### config.mk
export PLATFORM = sky130hd
export DESIGN_NAME = pma_loopback_channel
export DESIGN_NICKNAME = d
export VERILOG_FILES = /design/src/rtl/pma_loopback_channel_pkg.sv /design/src/rtl/pma_loopback_channel_delay.sv /design/src/rtl/pma_loopback_channel.sv
export SDC_FILE = /design/constraint.sdc
export NUM_CORES = 1
export LEC_CHECK = 0
export CORE_ASPECT_RATIO = 1.1
export CORE_MARGIN = 2
export CORE_UTILIZATION = 64
export CTS_CLUSTER_DIAMETER = 200
export DETAILED_ROUTE_END_ITERATION = 16
export PLACE_DENSITY = 0.86
export SLEW_MARGIN = 20
export SYNTH_ARGS = -nofsm -noshare
export SYNTH_HDL_FRONTEND = slang
export SYNTH_SLANG_ARGS = --single-unit
### constraint.sdc
create_clock -name i_clk -period 7.72 [get_ports i_clk]
set_input_delay 1.93 -clock i_clk [delete_from_list [all_inputs] [get_ports i_clk]]
set_output_delay 1.93 -clock i_clk [all_outputs]
set_load 0.05 [all_outputs]
### src/rtl/pma_loopback_channel_pkg.sv
// ============================================================================
//  Package     : eth_pcs_params
//  Description : Shared sizing constants for the Ethernet PCS/PMA test path.
//                W_DATA        - PMA word width in bits
//                MAX_PMA_DELAY - deepest word delay the loopback channel adds
//  Revision    : 1.0 - initial release
// ============================================================================
`default_nettype none

package eth_pcs_params;

    localparam int W_DATA        = 32;
    localparam int MAX_PMA_DELAY = 8;

endpackage : eth_pcs_params

`default_nettype wire

### src/rtl/pma_loopback_channel_delay.sv
// ============================================================================
//  Module      : pma_delay_line
//  Description : MAX_DELAY-deep word shift register with a selectable tap.
//                Tap 0 is a straight combinational pass-through; tap k returns
//                the word that entered k cycles earlier.
//  Ports       : i_clk     - clock, rising edge
//                i_reset_n - synchronous active-low reset, clears every stage
//                i_data    - word entering the line
//                i_tap     - delay select, 0..MAX_DELAY
//                o_data    - selected word
//  Revision    : 1.0 - initial release
// ============================================================================
`default_nettype none

module pma_delay_line #(
    parameter int W_DATA    = eth_pcs_params::W_DATA,
    parameter int MAX_DELAY = eth_pcs_params::MAX_PMA_DELAY
) (
    input  logic                               i_clk,
    input  logic                               i_reset_n,
    input  logic [W_DATA-1:0]                  i_data,
    input  logic [$clog2(MAX_DELAY+1)-1:0]     i_tap,
    output logic [W_DATA-1:0]                  o_data
);

    localparam int c_DW = $clog2(MAX_DELAY + 1);

    logic [W_DATA-1:0] r_stage [1:MAX_DELAY];

    always_ff @(posedge i_clk) begin
        if (!i_reset_n) begin
            for (int k = 1; k <= MAX_DELAY; k++) begin
                r_stage[k] <= '0;
            end
        end else begin
            r_stage[1] <= i_data;
            for (int k = 2; k <= MAX_DELAY; k++) begin
                r_stage[k] <= r_stage[k-1];
            end
        end
    end

    always_comb begin
        o_data = i_data;
        for (int k = 1; k <= MAX_DELAY; k++) begin
            if (i_tap == c_DW'(k)) begin
                o_data = r_stage[k];
            end
        end
    end

endmodule : pma_delay_line

`default_nettype wire

### src/rtl/pma_loopback_channel.sv
// ============================================================================
//  Module      : pma_loopback_channel
//  Description : PMA loopback channel model. Registers the TX word, applies a
//                bit slip across the word boundary, adds a selectable word
//                delay and blanks the output while the pipeline refills after
//                a configuration load or reset. Optional bit-error injection
//                is compiled in only when PMA_ERR_INJECT_EN is defined.
//  Ports       : i_clk, i_reset_n (sync, active low)
//                i_tx_pma_data  - TX word, LSB first on the line
//                i_cfg_load     - latches i_slip / i_delay
//                i_slip         - bit-slip amount
//                i_delay        - added word delay, clamped to MAX_DELAY
//                i_err_en       - enable error injection
//                i_err_period   - words between injected errors, 0 = off
//                o_rx_pma_data  - RX word (zero while o_valid is low)
//                o_valid        - RX word carries channel data
//                o_err_cnt      - saturating count of injected errors
//  Revision    : 1.0 - initial release
// ============================================================================
`default_nettype none

module pma_loopback_channel #(
    parameter int W_DATA    = eth_pcs_params::W_DATA,
    parameter int MAX_DELAY = eth_pcs_params::MAX_PMA_DELAY
) (
    input  logic                               i_clk,
    input  logic                               i_reset_n,
    input  logic [W_DATA-1:0]                  i_tx_pma_data,
    input  logic                               i_cfg_load,
    input  logic [$clog2(W_DATA)-1:0]          i_slip,
    input  logic [$clog2(MAX_DELAY+1)-1:0]     i_delay,
    input  logic                               i_err_en,
    input  logic [15:0]                        i_err_period,
    output logic [W_DATA-1:0]                  o_rx_pma_data,
    output logic                               o_valid,
    output logic [15:0]                        o_err_cnt
);

    localparam int              c_SW      = $clog2(W_DATA);
    localparam int              c_DW      = $clog2(MAX_DELAY + 1);
    localparam logic [c_DW-1:0] c_MAX_TAP = c_DW'(MAX_DELAY);

    logic [W_DATA-1:0] r_cur;
    logic [W_DATA-1:0] r_prev;
    logic [c_SW-1:0]   r_slip;
    logic [c_DW-1:0]   r_delay;
    logic [c_DW:0]     r_flush;      // cycles left before output is valid

    logic [c_DW-1:0]   w_delay_clamped;
    logic [W_DATA-1:0] w_slipped;
    logic [W_DATA-1:0] w_tap;
    logic [W_DATA-1:0] w_err_mask;
    logic              w_valid;

    assign w_delay_clamped = (i_delay > c_MAX_TAP) ? c_MAX_TAP : i_delay;

    // Window of W_DATA bits ending s bits into cur; s = 0 selects cur whole.
    assign w_slipped = W_DATA'({r_cur, r_prev} >> (W_DATA - int'(r_slip)));

    // Two words refill cur/prev, then D more refill the chosen tap.
    always_ff @(posedge i_clk) begin
        if (!i_reset_n) begin
            r_cur   <= '0;
            r_prev  <= '0;
            r_slip  <= '0;
            r_delay <= '0;
            r_flush <= (c_DW+1)'(2);
        end else begin
            r_cur  <= i_tx_pma_data;
            r_prev <= r_cur;
            if (i_cfg_load) begin
                r_slip  <= i_slip;
                r_delay <= w_delay_clamped;
                r_flush <= {1'b0, w_delay_clamped} + (c_DW+1)'(2);
            end else if (r_flush != '0) begin
                r_flush <= r_flush - (c_DW+1)'(1);
            end
        end
    end

    pma_delay_line #(
        .W_DATA    (W_DATA),
        .MAX_DELAY (MAX_DELAY)
    ) u_delay (
        .i_clk     (i_clk),
        .i_reset_n (i_reset_n),
        .i_data    (w_slipped),
        .i_tap     (r_delay),
        .o_data    (w_tap)
    );

    assign w_valid       = (r_flush == '0);
    assign o_valid       = w_valid;
    assign o_rx_pma_data = w_valid ? (w_tap ^ w_err_mask) : '0;

`ifdef PMA_ERR_INJECT_EN
    logic [15:0]     r_word_cnt;
    logic [15:0]     r_err_cnt;
    logic [15:0]     r_period;     // previous period, to detect a change
    logic [c_SW-1:0] r_err_bit;
    logic            w_cnt_clear;
    logic            w_cnt_en;
    logic            w_inject;

    // A config load clears the count, so it also suppresses injection.
    assign w_cnt_clear = !i_err_en || (i_err_period != r_period) || i_cfg_load;
    assign w_cnt_en    = w_valid && i_err_en && (i_err_period != 16'd0);
    assign w_inject    = w_cnt_en && !w_cnt_clear &&
                         (r_word_cnt == i_err_period - 16'd1);
    assign w_err_mask  = w_inject ? (W_DATA'(1) << r_err_bit) : '0;

    always_ff @(posedge i_clk) begin
        if (!i_reset_n) begin
            r_word_cnt <= '0;
            r_err_cnt  <= '0;
            r_period   <= '0;
            r_err_bit  <= '0;
        end else begin
            r_period <= i_err_period;
            if (w_cnt_clear) begin
                r_word_cnt <= '0;
            end else if (w_inject) begin
                r_word_cnt <= '0;
                r_err_bit  <= (r_err_bit == c_SW'(W_DATA - 1)) ? '0
                                                               : r_err_bit + c_SW'(1);
                if (r_err_cnt != 16'hFFFF) begin
                    r_err_cnt <= r_err_cnt + 16'd1;
                end
            end else if (w_cnt_en) begin
                r_word_cnt <= r_word_cnt + 16'd1;
            end
        end
    end

    assign o_err_cnt = r_err_cnt;
`else
    logic w_unused_err;
    assign w_unused_err = &{1'b0, i_err_en, i_err_period};
    assign w_err_mask   = '0;
    assign o_err_cnt    = 16'd0;
`endif

endmodule : pma_loopback_channel

`default_nettype wire

After elaboration in Yosys (flattened, before gate mapping)

Memory sizes are Yosys's and may differ from the RTL's.
Index checks and enable logic that the tools add are counted.

Register bits after elaboration: 78
Bits of input ports: 61
Word-level logic and storage cells: 52
Output and inout port bits: 49
Memories kept: 1
RAM bits: 256

Memories:

| memory          | words | bits a word | read ports | clocked after Yosys merged registers in | write ports | line                             | text |
|---|---|---|---|---|---|---|---|
| u_delay.r_stage | 8     | 32          | 8          | 0                                       | 8           | pma_loopback_channel_delay.sv:28 | `logic [W_DATA-1:0] r_stage [1:MAX_DELAY];` |

Magnitude comparators: 1
Bitwise logic cells: 8
Equality and inequality tests: 8
Add/sub/neg operators: 3
Reductions and logical operators: 3
Shift-type cells: 1
Multiplexer cells: 22

Operators by type and width:

| operator                                             | count |
|---|---|
| two-way mux 32 bit                                   | 17 |
| >> shifter 64 x 32 -> 32 bit                         | 1 |
| equality test 4 x 3 -> 1 bit (second input constant) | 4 |
| two-way mux 5 bit                                    | 2 |
| equality test 4 x 2 -> 1 bit (second input constant) | 2 |
| OR 1 bit                                             | 8 |
| subtractor 6 x 5 -> 7 bit (first input constant)     | 1 |
| adder 4 x 2 -> 5 bit (second input constant)         | 1 |
| logical NOT 5 bit                                    | 1 |
| nonzero test 5 bit                                   | 1 |
| subtractor 5 x 1 -> 5 bit (second input constant)    | 1 |
| equality test 4 x 1 -> 1 bit (second input constant) | 1 |
| equality test 4 bit (second input constant)          | 1 |
| > comparator 4 bit (second input constant)           | 1 |
| two-way mux 4 bit                                    | 1 |
| two-way mux 1 bit                                    | 2 |
| nonzero test 2 bit                                   | 1 |

Depth between registers and ports, before layout

Gate-level depths: netlist (run 1).

Word-level depth: 11
Depth in mapped cells: 18
Depth with buffers taken out: 9

Hierarchy

A second synthesis (run 1) with hierarchy kept.

Cells, all modules: 1699
Area, all modules: 16554.6 um^2

Modules (own cells, without submodules):

| module               | instances | cells each | sequential area each (um^2) | area each (um^2) |
|---|---|---|---|---|
| pma_delay_line       | 1         | 1035       | 5124.9                      | 9980.8 |
| pma_loopback_channel | 1         | 664        | 1561.5                      | 6573.8 |

Worst setup path before layout (run 1)

OpenSTA, ideal clock, no wires.

Path kind: register to output
Start: register r_slip[0]
End: output port o_rx_pma_data[17]
Data arrival time: 4.626 ns
Buffers on the path: 7
Setup slack: 1.164 ns
Stages on the path, launching flop included: 17
Required time: 5.790 ns
Cell sequence: dfxtp_1 -> buf_4 -> inv_2 -> buf_4 -> buf_4 -> buf_2 -> ha_1 -> buf_6 -> buf_12 -> buf_6 -> mux2i_1 -> mux4_2 -> mux2i_1 -> a22oi_1 -> o21ai_0 -> nor2_1 -> o41ai_1

Word-level cells in the longest chain between the ends: 11

RTL lines:

| what                            | line                             | text |
|---|---|---|
| from (decl)                     | pma_loopback_channel.sv:45       | `logic [c_SW-1:0] r_slip;` |
| from (signal assigned)          | pma_loopback_channel.sv:72       | `r_slip <= i_slip;` |
| subtractor 6 x 5 -> 7 bit       | pma_loopback_channel.sv:58       | `assign w_slipped = W_DATA'({r_cur, r_prev} >> (W_DATA - int'(r_slip)));` |
| >> shifter 64 x 32 -> 32 bit    | pma_loopback_channel.sv:58       |  |
| two-way mux 32 bit (8 in a row) | pma_loopback_channel_delay.sv:46 | `if (i_tap == c_DW'(k)) begin` |
| two-way mux 32 bit              | pma_loopback_channel.sv:94       | `assign o_rx_pma_data = w_valid ? (w_tap ^ w_err_mask) : '0;` |
| to (decl)                       | pma_loopback_channel.sv:34       | `output logic [W_DATA-1:0] o_rx_pma_data,` |

Every way passes these cells.

Final worst setup path (run 1)

Start: register r_slip[1]
End: output port o_rx_pma_data[28]

Same word-level chain as after synthesis.

==> flow_metrics.py, run 1 <==
metrics = {
    "final_layout": {
        "area_growth_pct": 12.2,
        "post-route-util": 0.726,
        "fin_area_sq_mm": 0.0182,
        "layout-drive-gt1-share": 0.138,
        "antenna_cells": 0,
        "nets": 1747,
    },
    "sta": {
        "maxSlewHeadroom": 0.286,
        "maxSlewViolCount": 0,
        "rsz0062_at_grt": "false",
        "finalHoldViolations": 0,
        "hold_ws_ps": 433,
        "fin_tns_setup_ps": 0,
        "skew_ps": 29.9,
        "finalCriticalPeriod_ps": 6910,
        "post-route-period-util": 0.895,
        "finalSetupViolations": 0,
        "tightestPinTransition_ps": 1070,
        "max_freq_mhz": 145,
    },
    "die": {
        "core.rowCount": 61,
        "start_util": 0.647,
        "io_pins": 110,
        "dieArea_sq_mm": 0.0267,
        "dieHeight_microns": 171,
        "coreArea_sq_mm": 0.0251,
        "die_w_microns": 156,
    },
    "clocking": {
        "clk_pin_slew_ps": 60,
        "clock-sinks": 334,
        "cts_root_buffer": "clkbuf_16",
        "cts_resized": 0,
        "insertion_delay_ps": 530,
        "cts_tree": "done",
        "numCtsBuffers": 35,
        "cts_setup_buffers": 0,
        "hold_buffers": 0,
        "htree_levels": 2,
        "clock_path_buffers": 3,
    },
    "setup_path": {
        "path_class": "flip-flop to output pin",
        "critPathMaxStageDelay_ps": 920,
        "cpMostUsedCell": "mux2i_1",
        "cp_max_fo": 72,
        "crit_required_ps": 5790,
        "startpoint": "r_slip[1]",
        "cp-end-kind": "output pin",
        "crit_family": "buffers and inverters",
        "cpMaxStageDelayCell": "ha_4",
        "crit_chain": "inv_1, ha_4, buf_4, mux2i_1, mux2i_1, a222oi_1, nand2_1, and3_1, nor3_1, a311oi_1, clkdlybuf4s50_1",
        "r2r-start": "r_slip[1]",
        "path_buf_inv": 3,
        "critPathArrivalTime_ps": 4980,
        "startpoint_type": "flip-flop",
    },
    "synthesis": {
        "synth.area.mux_share": 0.183,
        "synthDistinctLibCells": 76,
        "synth-xor-area-share": 0.00708,
        "synth_top_cells_by_area": "dfxtp_1, and2_1, mux4_2",
        "post-synth-top-count-cell": "dfxtp_1",
        "yosys.area.top_type": "dfxtp_1",
        "synth-compound-area-share": 0.141,
        "seq_area_frac_synth": 0.411,
        "synth_top_family_by_area": "simple AND/OR/NAND/NOR gates",
        "synth_area_per_cell_sq_um": 9.76,
        "async_flop_share": 0,
        "syn_inst": 1665,
        "synthTopCellsByCount": "dfxtp_1, and2_1, nor2_1",
        "synth-edff-count": 0,
        "synthFlopType": "dfxtp_1",
        "yosysWarnings": 0,
        "ys_ff_latch": 334,
        "netlist.area_leader.share": 0.411,
        "synth_fa_ha_area_frac": 0.00308,
        "synth_simple_gate_area_frac": 0.204,
        "syn_area_sq_mm": 0.0163,
    },
    "grt": {
        "grt_pass1_vias": 13100,
        "grt_start_max_net_pins": 133,
        "grt_pass1_wl_microns": 72700,
        "grt_overflow": 0,
        "antenna_found_initial": 0,
        "groute.usage.overall": 0.351,
    },
    "route": {
        "drc": 0,
        "wl_per_cell_microns": 23.1,
        "viasPerCell": 6.60,
        "firstDrtPassIters": 6,
        "wirelength_microns": 46800,
        "drt_iter0_drc": 1364,
        "vias": 13400,
        "ant_nets": 0,
    },
    "flow_run": {
        "cap_violations": 0,
    },
    "place": {
        "place_area_sq_mm": 0.0170,
        "io_buffer_count": 76,
        "gp_congestion": 1.07,
        "dp_hpwl_microns": 32000,
    },
    "min_path": {
        "worstHoldStart": "u_delay.r_stage[0][62]",
        "hold_path.class": "flip-flop to flip-flop",
    },
    "power": {
        "leakagePower_nw": 7.17,
        "switching_share": 0.291,
        "p_clk_frac": 0.390,
        "pwr-share-seq": 0.407,
        "p_comb_frac": 0.203,
        "p_sw_mw": 1.33,
        "p_per_area_mw_per_mm2": 251,
        "internal_power_mw": 3.25,
        "vdd_drop_max_mv": 0.174,
    },
    "status": {
        "status": "finished clean",
    },
}
## routing by layer
metal | up-vias | track usage | routed length (microns)
li1 | 5998 | - | -
met1 | 6424 | 0.426 | 17800
met2 | 743 | 0.583 | 22000
met3 | 186 | 0.0631 | 3870
met4 | 0 | 0.214 | 3120
met5 | - | 0 | 0
## logic make-up (layout without fill, tap and decap cells)
kind of cell	Yosys count	count (layout)
AO/OA/AOI/OAI	346	346
XOR/XNOR	8	8
adder cells (fa/ha/maj)	4	4
buffers and inverters	160	188
flip-flops	334	334
multiplexers	201	201
other	1	16
AND/OR/NAND/NOR	611	611
## power by group through the flow
stage / sequential, mW / clock [mW] / combinational (mW)
2_1_floorplan: 1.88 / 0 / 0.670
3_3_place_gp: 1.90 / 0 / 0.890
3_5_place_dp: 1.90 / 0 / 0.903
4_1_cts: 1.86 / 1.79 / 0.909
5_1_grt: 1.87 / 1.86 / 0.985
6_report: 1.87 / 1.79 / 0.929
## stage by stage
step / instances / power [mW] / setup slack [ps]
after floorplan: 1680 / 2.55 / 1160
after global placement: 1960 / 2.79 / 1460
after detailed placement: 1960 / 2.80 / 1380
after CTS: 2023 / 4.57 / 826
after global routing: 2023 / 4.72 / 471
final: 2023 / 4.58 / 812
## layout by cell type, fill, tap and decap left out, types with 23 or more instances in the layout
| master | instances |
|---|---|
| dfxtp_1 | 333 |
| and2_1 | 303 |
| nor2_1 | 108 |
| mux2i_1 | 96 |
| nand2_1 | 93 |
| a21oi_1 | 80 |
| mux4_2 | 74 |
| clkdlybuf4s50_1 | 63 |
| o22ai_1 | 58 |
| o21ai_0 | 54 |
| buf_4 | 50 |
| clkbuf_16 | 36 |
| nor3_1 | 31 |
| mux2_2 | 30 |
| a22oi_1 | 23 |
## registers in the layout, indices dropped and copies added, names as in the netlist
name,flops
r_prev,32
r_cur,32
u_delay.r_stage,256
r_slip,5
r_flush,5
r_delay,4
## worst paths after layout
| kind | cells past startpoint | slack, ps | end |
|---|---|---|---|
| min reg2reg | 1 | 430 | u_delay.r_stage[0][94] |
| min | 1 | 430 | u_delay.r_stage[0][94] |
| max reg2reg | 9 | 4020 | u_delay.r_stage[0][42] |
| max | 11 | 810 | o_rx_pma_data[28] |
## final cells by class
class / count / area (sq um)
flip-flops and latches: 334 / 6690
fillers: 1807 / 6870
clock buffers: 50 / 1040
multi-input cells: 1186 / 8870
clock inverters: 13 / 190
repair buffers: 114 / 1020
well taps: 315 / 394
inverters: 11 / 41.3
## worst reg2reg max path, delay by kind of cell, from the launching register on
kind,cells,cell delay [ps]
buffers and inverters,2,480
DFF,1,380
AOI/OAI and AO/OA,3,1260
adders and majority gates,1,920
muxes,1,380
and+or+nand+nor,2,170
(Power assumes the default switching activity.)
==> run 2: changes to the inputs <==
--- a/config.mk
+++ b/config.mk
@@ -7,2 +7,3 @@
 export LEC_CHECK = 0
+export CAP_MARGIN = 20
 export CORE_ASPECT_RATIO = 1.1
==> constraint.sdc (replaced) <==
create_clock -name i_clk -period 7.72 [get_ports i_clk]
set_input_delay 2.316 -clock i_clk [delete_from_list [all_inputs] [get_ports i_clk]]
set_output_delay 2.316 -clock i_clk [all_outputs]
set_load 0.05 [all_outputs]
==> flow_metrics.py, run 2 (same netlist as run 1, synthesis figures left out) <==
metrics = {
    "status": {
        "status": "finished clean",
    },
    "die": {
        "die_w_microns": 156,
        "start_util": 0.647,
        "core.rowCount": 61,
        "dieArea_sq_mm": 0.0267,
        "io_pins": 110,
        "coreArea_sq_mm": 0.0251,
        "dieHeight_microns": 171,
    },
    "setup_path": {
        "startpoint_type": "flip-flop",
        "critPathArrivalTime_ps": 4910,
        "r2r-start": "r_slip[1]",
        "crit_required_ps": 5400,
        "reg2reg_depth": 10,
        "r2r_end": "u_delay.r_stage[0][50]",
        "cp-end-kind": "output pin",
        "cp_max_fo": 55,
        "path_class": "flip-flop to output pin",
        "ff2ff_setup_slack_ps": 4190,
    },
    "grt": {
        "grt_start_max_net_pins": 127,
        "grt_overflow": 0,
        "grt_pass1_vias": 13000,
        "grt_pass1_wl_microns": 73000,
        "groute.usage.overall": 0.353,
        "antenna_found_initial": 0,
    },
    "clocking": {
        "cts_root_buffer": "clkbuf_16",
        "clock-sinks": 334,
        "cts_setup_buffers": 0,
        "numCtsBuffers": 34,
        "hold_buffers": 0,
        "clk_pin_slew_ps": 60,
        "htree_levels": 2,
        "cts_resized": 0,
        "cts_tree": "done",
        "clock_path_buffers": 3,
        "insertion_delay_ps": 520,
    },
    "min_path": {
        "hold_end": "u_delay.r_stage[0][140]",
        "hold_path.class": "flip-flop to flip-flop",
        "hold_depth": 1,
        "worstHoldStart": "u_delay.r_stage[0][108]",
    },
    "final_layout": {
        "antenna_cells": 0,
        "largest_register_ffs": 256,
        "layout-drive-gt1-share": 0.146,
        "final_cell_mix": "dfxtp_1, and2_1, nor2_1",
        "final_common_cell": "dfxtp_1",
        "nets": 1747,
        "area_growth_pct": 13.1,
        "largestRegisters": "u_delay.r_stage: 256 flops, r_cur: 32 flops, r_prev: 32 flops",
        "top_register": "u_delay.r_stage",
    },
    "sta": {
        "skew_ps": 12.8,
        "rsz0062_at_grt": "false",
        "post-route-period-util": 0.937,
        "hold_ws_ps": 447,
        "finalCriticalPeriod_ps": 7230,
        "finalHoldViolations": 0,
        "tightestPinTransition_ps": 1070,
        "maxSlewHeadroom": 0.284,
        "max_freq_mhz": 138,
        "finalSetupViolations": 0,
        "fin_tns_setup_ps": 0,
        "maxSlewViolCount": 0,
    },
    "power": {
        "p_per_area_mw_per_mm2": 248,
        "leakagePower_nw": 7.23,
        "vdd_drop_max_mv": 0.186,
    },
    "route": {
        "wirelength_microns": 47300,
        "drt_iter0_drc": 1579,
        "firstDrtPassIters": 7,
        "vias": 13400,
        "wl_per_cell_microns": 23.4,
        "viasPerCell": 6.61,
        "drc": 0,
        "ant_nets": 0,
    },
    "place": {
        "gp_congestion": 0.959,
        "io_buffer_count": 76,
        "dp_hpwl_microns": 32700,
    },
    "flow_run": {
        "cap_violations": 0,
    },
}
==> run 2: how the worst max path moves through the flow <==
stage               from                 to  slack (ps)  cells after the start
2_1_floorplan  r_slip[0]  o_rx_pma_data[17]         780                     16
3_3_place_gp   r_slip[1]  o_rx_pma_data[20]        1300                     11
3_5_place_dp   r_slip[1]  o_rx_pma_data[20]        1250                     11
4_1_cts        r_slip[1]  o_rx_pma_data[20]         640                     11
5_1_grt        r_slip[1]  o_rx_pma_data[20]         400                     11
6_report       r_slip[1]  o_rx_pma_data[20]         490                     11
==> run 2: layout make-up <==
cell class | count | area (sq um)
clock buffer | 49 | 1030
clock inverter | 13 | 194
fill | 1748 | 6730
inverter | 11 | 41.3
multi-input combinational | 1186 | 8860
sequential | 334 | 6690
tap | 315 | 394
timing repair buffer | 115 | 1180
==> run 2: report_power, final <==
group | switching [mW] | internal (mW)
clock | 0.686 | 1.07
combinational | 0.568 | 0.373
sequential | 0.0613 | 1.80
==> run 2: layer usage <==
metal | vias up | share of wire | track usage | routed length [microns]
met5 | - | 0 | 0 | 0
met1 | 6450 | 0.37 | 0.423 | 17500
met2 | 754 | 0.49 | 0.602 | 23000
met4 | 0 | 0.060 | 0.199 | 2820
met3 | 177 | 0.082 | 0.0633 | 3890
li1 | 5999 | - | - | -
==> run 2: stage by stage <==
step                cell area (sq um)   util  std cells  power [mW]  setup slack (ps)
finish                          18400  0.732       2023        4.56               490
global route                    18400  0.732       2023        4.71               396
CTS                             18400  0.732       2023        4.56               638
detailed placement              17200  0.683       1961        2.82              1250
global placement                17200  0.683       1961        2.80              1300
floorplan                       16300      -       1680        2.55               778
==> run 2: critical path: stages (launching register included) <==
cell             delay (ps)
dfxtp_1                 370
inv_1                    80
ha_4                    770
buf_12                  310
buf_4                   210
mux4_2                  520
mux2i_1                 380
a211oi_1                140
nor3_1                  450
a21oi_1                 210
o21a_1                  220
clkdlybuf4s50_1         690
==> run 3: changes to the inputs <==
Settings changed: ABC_CLOCK_PERIOD_IN_PS set to 7720.
==> results of run 3 <==
No change in the layout: final DEF, timing and power equal those of run 2.
